## config.mk

```make
export PLATFORM = sky130hd
export DESIGN_NAME = traffic_intersection_controller
export DESIGN_NICKNAME = d
export VERILOG_FILES = /design/src/rtl/traffic_intersection_controller.sv
export SDC_FILE = /design/constraint.sdc
export NUM_CORES = 1
export LEC_CHECK = 0
export ABC_AREA = 1
export BUFFER_PORTS_ARGS = -buffer_cell sky130_fd_sc_hd__buf_4
export CAP_MARGIN = 5
export CORE_MARGIN = 2
export CORE_UTILIZATION = 30
export CTS_CLUSTER_DIAMETER = 200
export DETAILED_ROUTE_END_ITERATION = 16
export HOLD_SLACK_MARGIN = 0.05
export PLACE_DENSITY_LB_ADDON = 0.1
export SETUP_SLACK_MARGIN = 0.5
export SYNTH_ARGS = -nofsm -noshare
export SYNTH_HDL_FRONTEND = slang
export SYNTH_SLANG_ARGS = --single-unit
```

## constraint.sdc

```tcl
create_clock -name clk -period 2.7 [get_ports clk]
set_input_delay 0 -clock clk [delete_from_list [all_inputs] [get_ports clk]]
set_output_delay 0 -clock clk [all_outputs]
set_load 0.1 [all_outputs]
```

## src/rtl/traffic_intersection_controller.sv

```systemverilog
// Two-lane (A/B) intersection light controller.
// A 4-bit LFSR stands in for the traffic sensors. A Moore FSM drives
// red/yellow/green for both lanes, and each yellow phase is timed by an
// 8-bit counter. Lane traffic comes either from the LFSR or from the
// external pins, depending on sensor_sel.
module traffic_intersection_controller #(
   parameter int unsigned YELLOW_CYCLES = 5,       // legal range 1..255
   parameter logic [3:0]  SEED          = 4'b0001  // must be non-zero
) (
   input  logic       clk,
   input  logic       reset,
   input  logic       sensor_sel,
   input  logic       ext_ta,
   input  logic       ext_tb,
   output logic [3:0] sensor_q,
   output logic       ra,
   output logic       ya,
   output logic       ga,
   output logic       rb,
   output logic       yb,
   output logic       gb
);

   typedef enum logic [1:0] {
      S0_A_GREEN  = 2'd0,
      S1_A_YELLOW = 2'd1,
      S2_B_GREEN  = 2'd2,
      S3_B_YELLOW = 2'd3
   } state_t;

   // Value of the yellow counter in the last cycle of a yellow phase. The
   // counter starts at 0 on entry, so the phase lasts YELLOW_CYCLES cycles.
   localparam logic [7:0] YC_LAST = 8'(YELLOW_CYCLES - 1);

   state_t     r_state;
   state_t     w_state_next;
   logic [7:0] r_cnt;
   logic [7:0] w_cnt_next;
   logic [3:0] r_lfsr;
   logic [3:0] w_lfsr_next;
   logic       w_ta;
   logic       w_tb;

   // Traffic source select. The LFSR bits are registered, so the lights
   // never depend combinationally on any input.
   assign w_ta = sensor_sel ? r_lfsr[0] : ext_ta;
   assign w_tb = sensor_sel ? r_lfsr[1] : ext_tb;

   // x^4+x^3+1 maximal-length LFSR (period 15). It never reaches 0000.
   assign w_lfsr_next = {r_lfsr[2:0], r_lfsr[3] ^ r_lfsr[2]};

   // State, yellow counter and LFSR registers. Reset takes priority.
   always_ff @(posedge clk) begin
      if (reset) begin
         r_state <= S0_A_GREEN;
         r_cnt   <= 8'd0;
         r_lfsr  <= SEED;
      end else begin
         r_state <= w_state_next;
         r_cnt   <= w_cnt_next;
         r_lfsr  <= w_lfsr_next;
      end
   end

   // Next-state logic. A green phase holds while its own lane has traffic;
   // a yellow phase ignores traffic and runs until the counter expires.
   always_comb begin
      w_state_next = r_state;
      w_cnt_next   = r_cnt;
      case (r_state)
         S0_A_GREEN: begin
            if (!w_ta) begin
               w_state_next = S1_A_YELLOW;
               w_cnt_next   = 8'd0;
            end
         end
         S1_A_YELLOW: begin
            if (r_cnt >= YC_LAST) begin
               w_state_next = S2_B_GREEN;
            end else begin
               w_cnt_next = r_cnt + 8'd1;
            end
         end
         S2_B_GREEN: begin
            if (!w_tb) begin
               w_state_next = S3_B_YELLOW;
               w_cnt_next   = 8'd0;
            end
         end
         S3_B_YELLOW: begin
            if (r_cnt >= YC_LAST) begin
               w_state_next = S0_A_GREEN;
            end else begin
               w_cnt_next = r_cnt + 8'd1;
            end
         end
         default: begin
            w_state_next = S0_A_GREEN;
            w_cnt_next   = 8'd0;
         end
      endcase
   end

   // Moore light decode from the registered state only. Exactly one light
   // is on per lane, and one lane is always red.
   always_comb begin
      ra = 1'b0;
      ya = 1'b0;
      ga = 1'b0;
      rb = 1'b0;
      yb = 1'b0;
      gb = 1'b0;
      case (r_state)
         S0_A_GREEN:  begin ga = 1'b1; rb = 1'b1; end
         S1_A_YELLOW: begin ya = 1'b1; rb = 1'b1; end
         S2_B_GREEN:  begin ra = 1'b1; gb = 1'b1; end
         S3_B_YELLOW: begin ra = 1'b1; yb = 1'b1; end
         default:     begin ga = 1'b1; rb = 1'b1; end
      endcase
   end

   assign sensor_q = r_lfsr;

endmodule

```

; ---- After elaboration in Yosys (flattened, before gate mapping)
; Index checks and enable logic that the tools add are counted.
[totals]
inputBits = 5
word_cells = 37
output_inout_bits = 10
regBits = 14
[classes]
reduce_logical = 6
muxes = 17
n_eq_ne = 8
addsub = 1
order_cmp = 1
bitwise = 1
[ops]
columns = cell, count
row1 = $mux W8, 3
row2 = $pmux W8 S3, 1
row3 = $ne A2 B2 Y1 const B, 5
row4 = $add A8 B1 Y8 const B, 1
row5 = $ge A8 B3 Y1 const B, 1
row6 = $mux W1, 8
row7 = $mux W2, 4
row8 = $pmux W2 S4, 1
row9 = $reduce_or A2 Y1, 3
row10 = $eq A2 B2 Y1 const B, 2
row11 = $reduce_and A4 Y1, 1
row12 = $reduce_and A3 Y1, 1
row13 = $eq A2 B1 Y1 const B, 1
row14 = $logic_not A2 Y1, 1
row15 = $xor A1 B1 Y1, 1

; ---- Depth between registers and ports, before layout
; Gate-level depths: netlist of run 1.
[depth]
ltp_word = 4
ltp_mapped = 8
ltp_nobuf = 8

; ---- Least setup slack after synthesis of run 1
; No wires, ideal clock.
[synth_timing]
kind = reg2reg
startpoint = register r_state[0]
endpoint = register r_cnt[0]
setup_ps = 115
required_ps = 2585
stages_incl_launch_ff = 8
slack_ps = 775
arrival_time_ps = 1810
cell_sequence = dfxtp_1 inv_1 ha_1 nand3_4 nand2_4 inv_2 a21oi_1 nor2_1
[synth_between]
elab_chain_cells = 4
[synth_rtl]
columns = item, line_no
row1 = start: declaration, 35  ; state_t r_state;
row2 = start signal: assignment, 59  ; r_state <= w_state_next;
row3 = $eq A2 B2 Y1 or $eq A2 B1 Y1 (tied branches), 70  ; case (r_state)
row4 = $reduce_or A2 Y1 (no source line), n/a
row5 = $ne A2 B2 Y1 (no source line), n/a
row6 = $reduce_and A3 Y1 (no source line), n/a
row7 = end signal: assignment, 60  ; r_cnt <= w_cnt_next;
row8 = end: declaration, 37  ; logic [7:0] r_cnt;
; Parallel ways exist; a longest one is shown, timed or not.
; A chain may end at the register's enable or synchronous reset.

; ---- Worst setup path after layout of run 1
[layout_timing]
startpoint = register r_state[0]
endpoint = output port ra
[layout_between]
elab_chain_cells = 3
[layout_rtl]
columns = item, line_no
row1 = $eq A2 B2 Y1, 113  ; case (r_state)
row2 = $reduce_or A2 Y1 (no source line) *, n/a
row3 = $mux W1 *, 113
row4 = end: declaration, 16  ; output logic ra,
; Every way passes the cells marked *; elsewhere a longest branch is shown, timed or not.

==> flow_metrics.py, run 1 <==
metrics = {
    "route": {
        "wl_per_cell_um": 9.06,
        "drtIter0Drc": 5,
        "firstDrtPassIters": 3,
        "drt_drc_violations_left": 0,
        "wl_um": 1270,
        "antenna_left": 0,
        "vias_per_cell": 4.21,
        "num_vias": 590,
    },
    "place": {
        "placedCellCount": 136,
        "gp_congestion": 0.739,
        "dp_hpwl_um": 1040,
        "portBuffers": 14,
    },
    "sta": {
        "setup_violations": 0,
        "tightest_slew_ps": 280,
        "post-route-min-period_ps": 1580,
        "maxSlewViolCount": 0,
        "rsz0062_at_grt": "no",
        "max_clock_freq_ghz": 0.632,
        "finalSetupTns_ps": 0,
        "finalCritPeriodShare": 0.586,
        "fin_skew_ps": 3.76,
        "slew_headroom": 0.815,
        "finalHoldViolCount": 0,
    },
    "floorplanning": {
        "die_x_um": 54.4,
        "row_count": 18,
        "dieHeight_um": 54.4,
        "top_level_ports": 15,
        "fp.coreArea_um2": 2430,
        "dieArea_um2": 2950,
        "start_util": 0.313,
    },
    "yosys": {
        "synthesis.instances": 96,
        "async_flop_share": 0,
        "yosys-top-cells-area": "dfxtp_1 37%, ha_1 12%, nand2_1 7.9%, nor2_1 7.9%, inv_1 7.4%",
        "synth_top_cells_by_count": "16 x nand2_1, 16 x nor2_1, 15 x inv_1",
        "synth_top_area_cell": "dfxtp_1",
        "synth_area_um2": 761,
        "synth_fp_nets": 108,
        "synth_cell_types": 19,
        "syn_area_per_cell_um2": 7.92,
        "ys_seq_area_frac": 0.368,
        "yosys.area.top_type_share": 0.368,
        "synth_edf_count": 0,
        "synth_seq_cells": 14,
        "synth_ff_type": "dfxtp_1",
        "yosysWarnings": 0,
    },
    "global_route": {
        "grt_usage": 0.110,
        "grt_max_degree": 12,
        "grt-ovfl-total": 0,
        "grt_pass1_vias": 541,
        "grt_pass1_wl_um": 2220,
        "antenna_found_initial": 0,
    },
    "power_and_ir_drop": {
        "leakage_nw": 0.445,
        "total_power_mw": 1.02,
        "power_density_nw_per_um2": 1120,
        "peakVddDrop_mv": 1.00,
    },
    "clocking": {
        "cts_setup_buffers": 0,
        "cts_buffers": 3,
        "cts-root-buf": "clkbuf_4",
        "cts_tree": "yes",
        "cts_resized": 0,
        "cts_htree_levels": 1,
        "cts_sinks": 14,
        "insertion_delay_ps": 280,
        "cts.path.max_buffers": 2,
        "clkTransAtPathRegs_ps": 80,
    },
    "cells_and_area": {
        "drive_gt1_frac": 0.300,
        "instances_no_fill": 140,
        "diodes": 0,
        "area_growth_pct": 19.6,
        "nNetsFinal": 124,
    },
    "setup_path": {
        "regToRegStartpoint": "r_state[1]",
        "slowest_stage": "dfxtp_1",
        "cp-end-kind": "output pin",
        "rr_endpoint": "r_cnt[1]",
        "path_max_fanout": 5,
        "r2r_slack_ps": 1250,
        "critPathLaunchType": "flop",
        "path_class": "reg2out",
        "reg2regPathDepth": 8,
        "arrival_ps": 1580,
        "worstPathCellList": "inv_1 > ha_1 > or2_2 > buf_4",
        "required_ps": 2700,
        "slowest_delay_ps": 410,
    },
    "status": {
        "outcome": "completed",
    },
    "min_path": {
        "min_path_cells": 6,
        "hp-class": "in2reg",
        "hold_start": "sensor_sel",
        "hold_end": "r_cnt[7]",
    },
    "flow_run": {
        "cap_violations": 0,
    },
}
==> per-layer routing <==
| layer | GRT usage | wire length, um | share of wire |
|---|---|---|---|
| met5 | 0 | 0 | 0 |
| met4 | 0.0750 | 46 | 0.036 |
| met3 | 0.0328 | 42 | 0.033 |
| met2 | 0.169 | 567 | 0.45 |
| met1 | 0.131 | 613 | 0.48 |
==> worst max-delay path, delay by kind of cell, from the launching register on <==
kind / cells / cell delay [ps]
buffers and inverters: 2 / 330
DFF: 1 / 410
adders and majority gates: 1 / 270
and+or+nand+nor: 1 / 290
==> placed cells by master (no fill, tap or decap) <==
cell           netlist  final
a21oi_1              4      4
nand3_2              2      2
buf_4                3     14
nand3_1              1      1
clkbuf_4             0      3
nor2_2               4      4
nand2_1             16     16
nor2_1              16     16
nand2_2              2      2
inv_1               15     15
inv_2                1      1
ha_1                 7      7
nor2_4               1      1
nand2_4              1      1
nand3_4              3      3
dfxtp_1             14     14
dlygate4sd3_1        0      1
nand4_1              1      1
or2_2                2      2
o21ai_0              2      2
==> report_power, final <==
| group | total (mW) | switching (mW) | internal [mW] |
|---|---|---|---|
| Clock | 0.114 | 0.0626 | 0.0517 |
| Combinational | 0.652 | 0.488 | 0.164 |
| Sequential | 0.252 | 0.0219 | 0.230 |
| Total | 1.02 | 0.572 | 0.447 |
==> area by class of cell <==
| class | instances | area (um2) |
|---|---|---|
| flip-flops and latches | 14 | 280 |
| well taps | 30 | 37.5 |
| fillers | 266 | 1520 |
| multi-input cells | 62 | 394 |
| repair buffers | 15 | 115 |
| inverters | 16 | 60.1 |
| clock buffers | 3 | 22.5 |
==> timing repair <==
action | 4_1_cts | 5_1_grt
setup endpoints to repair | 0 | 0
hold buffers | 1 | 0
endpoints found under the hold margin | 10 | 0
==> state kept, by name, indices dropped and copies added, names as in the netlist <==
| signal | count |
|---|---|
| r_cnt | 8 |
| r_state | 2 |
| sensor_q | 4 |
==> worst max-delay path by stage <==
| stage | from | cells past startpoint | to | slack, ps |
|---|---|---|---|---|
| after global placement | r_state[1] | 8 | r_cnt[1] | 1230 |
| final | r_state[0] | 4 | ra | 1120 |
| after floorplan | r_state[0] | 7 | r_cnt[0] | 780 |
| after global routing | r_state[0] | 4 | rb | 1040 |
| after CTS | r_state[0] | 4 | ra | 1100 |
| after detailed placement | r_state[1] | 8 | r_cnt[1] | 1230 |
==> per-stage QoR <==
step | utilization | hold slack [ps] | worst slack (ps) | area, um2
floorplan | - | 176 | 775 | 761
global placement | 0.361 | 271 | 1230 | 877
detailed placement | 0.361 | 267 | 1230 | 877
CTS | 0.374 | 251 | 1100 | 910
global route | 0.374 | 301 | 1040 | 910
finish | 0.374 | 247 | 1120 | 910
==> logic make-up (layout without fill, tap and decap cells) <==
family                     after synthesis  count (layout)  synth area share
adders and majority gates                7               7             0.115
and+or+nand+nor                         49              49             0.363
DFF                                     14              14             0.368
AOI/OAI and AO/OA                        6               6            0.0395
buffers and inverters                   20              34             0.113
(Power assumes the default switching activity.)
==> run 2, diff against run 1 <==
==> constraint.sdc (replaced) <==
create_clock -name clk -period 1.35 [get_ports clk]
set_input_delay 0 -clock clk [delete_from_list [all_inputs] [get_ports clk]]
set_output_delay 0 -clock clk [all_outputs]
set_load 0.1 [all_outputs]
==> flow_metrics.py, run 2 (synthesized netlist as in run 1, its figures left out) <==
metrics = {
    "sta": {
        "fin_skew_ps": 8.33,
        "slew_headroom": 0.817,
        "tightest_slew_ps": 277,
        "finalCritPeriodShare": 1.02,
        "fin_ws_ps": -25.5,
        "max_clock_freq_ghz": 0.727,
        "post-route-min-period_ps": 1380,
        "rsz0062_at_grt": "yes",
        "whs_ps": 245,
        "finalSetupTns_ps": -41.9,
        "setup_violations": 2,
        "maxSlewViolCount": 0,
        "finalHoldViolCount": 0,
    },
    "floorplanning": {
        "dieArea_um2": 2950,
        "die_x_um": 54.4,
        "dieHeight_um": 54.4,
        "start_util": 0.313,
        "row_count": 18,
        "top_level_ports": 15,
        "fp.coreArea_um2": 2430,
    },
    "clocking": {
        "clkTransAtPathRegs_ps": 100,
        "cts.path.max_buffers": 2,
        "cts_tree": "yes",
        "cts_buffers": 3,
        "insertion_delay_ps": 290,
        "cts_htree_levels": 1,
        "cts-root-buf": "clkbuf_4",
        "cts_sinks": 14,
    },
    "cells_and_area": {
        "diodes": 0,
        "fillers": 239,
        "layout_commonest_cell": "nor2_1",
        "regMostFlops": "r_cnt",
        "nNetsFinal": 132,
        "layout_common_cells": "15 x nor2_1, 12 x inv_1, 12 x nand2_1",
        "drive_gt1_frac": 0.538,
        "largest_reg_flops": 8,
        "stdcell_area_um2": 1240,
        "area_growth_pct": 62.8,
        "multi_input_area_um2": 488,
        "seq_area_um2": 295,
    },
    "power_and_ir_drop": {
        "total_power_mw": 2.76,
        "p_comb_frac": 0.684,
        "power_density_nw_per_um2": 2230,
        "leakage_nw": 0.555,
        "p_int_mw": 1.38,
        "netSwitchingFraction": 0.498,
        "p_switching_mw": 1.37,
        "peakVddDrop_mv": 2.03,
        "seq_power_share": 0.202,
        "pwr-share-clk": 0.114,
    },
    "place": {
        "dp_hpwl_um": 1080,
        "placed_area_um2": 960,
        "gp_congestion": 0.702,
        "portBuffers": 14,
        "pre_cts_ws_ps": 109,
    },
    "route": {
        "wl_um": 1650,
        "vias_per_cell": 4.23,
        "firstDrtPassIters": 4,
        "wl_per_cell_um": 11.0,
        "top_layer_used": "met4",
        "num_vias": 631,
        "dr_wl_met2_um": 816,
        "drt_drc_violations_left": 0,
        "dr_wl_met3_um": 61,
        "antenna_left": 0,
        "met1_length_um": 754,
        "drtIter0Drc": 9,
    },
    "setup_path": {
        "required_ps": 1350,
        "cp-end-kind": "output pin",
        "path_max_fanout": 3,
        "arrival_ps": 1380,
        "path_class": "reg2out",
        "critPathLaunchType": "flop",
    },
    "min_path": {
        "hp-class": "in2reg",
    },
    "global_route": {
        "grt_usage": 0.135,
        "grt_pass1_vias": 626,
        "grt-ovfl-total": 0,
        "grt_pass1_wl_um": 2790,
        "grt_max_degree": 12,
        "antenna_found_initial": 0,
    },
    "status": {
        "outcome": "finished, violations left",
        "violations": "setup timing",
    },
    "flow_run": {
        "cap_violations": 0,
    },
}
==> run 2: power by group through the flow <==
stage	Combinational, mW	Clock (mW)	Sequential, mW
4_1_cts	1.75	0.338	0.550
5_1_grt	2.00	0.356	0.567
2_1_floorplan	1.25	0	0.558
3_5_place_dp	1.42	0	0.566
3_3_place_gp	1.43	0	0.565
6_report	1.89	0.313	0.557
==> run 2: repair_timing <==
| action | in CTS | in global routing |
|---|---|---|
| setup buffers | 6 | 2 |
| hold buffers | 1 | 0 |
| pin swaps | 4 | 10 |
| hold endpoints to repair | 10 | 0 |
| resized for setup | 34 | 11 |
| endpoints found under the setup margin | 20 | 20 |
==> run 2: final timing paths <==
path                   start          to  slack (ps)  cells past startpoint
hold / removal    sensor_sel    r_cnt[7]         250                      6
hold reg to reg     r_cnt[5]    r_cnt[5]         440                      2
setup / recovery  r_state[1]          ra         -30                      4
setup reg to reg  r_state[1]  r_state[1]          20                      9
==> run 2: critical path, cell delays in order (launching register included) <==
cell,delay [ps]
dfxtp_4,370
buf_12,130
ha_4,150
or2_4,260
buf_12,170
==> run 2: layout make-up <==
| class | instances | area share |
|---|---|---|
| multi-input combinational | 62 | 0.394 |
| timing repair buffer | 23 | 0.252 |
| sequential | 14 | 0.238 |
| inverter | 16 | 0.0566 |
| tap | 30 | 0.0303 |
| clock buffer | 4 | 0.0293 |
==> run 2: through the flow <==
step	util	std cells
final	0.509	149
after global routing	0.509	149
after CTS	0.487	147
after detailed placement	0.395	136
after global placement	0.395	136
after floorplan	-	96
==> run 2: metal layers <==
metal	vias to the layer above	GRT usage
met4	0	0.0750
met5	-	0
met1	290	0.172
met2	9	0.205
met3	2	0.0383
li1	330	-
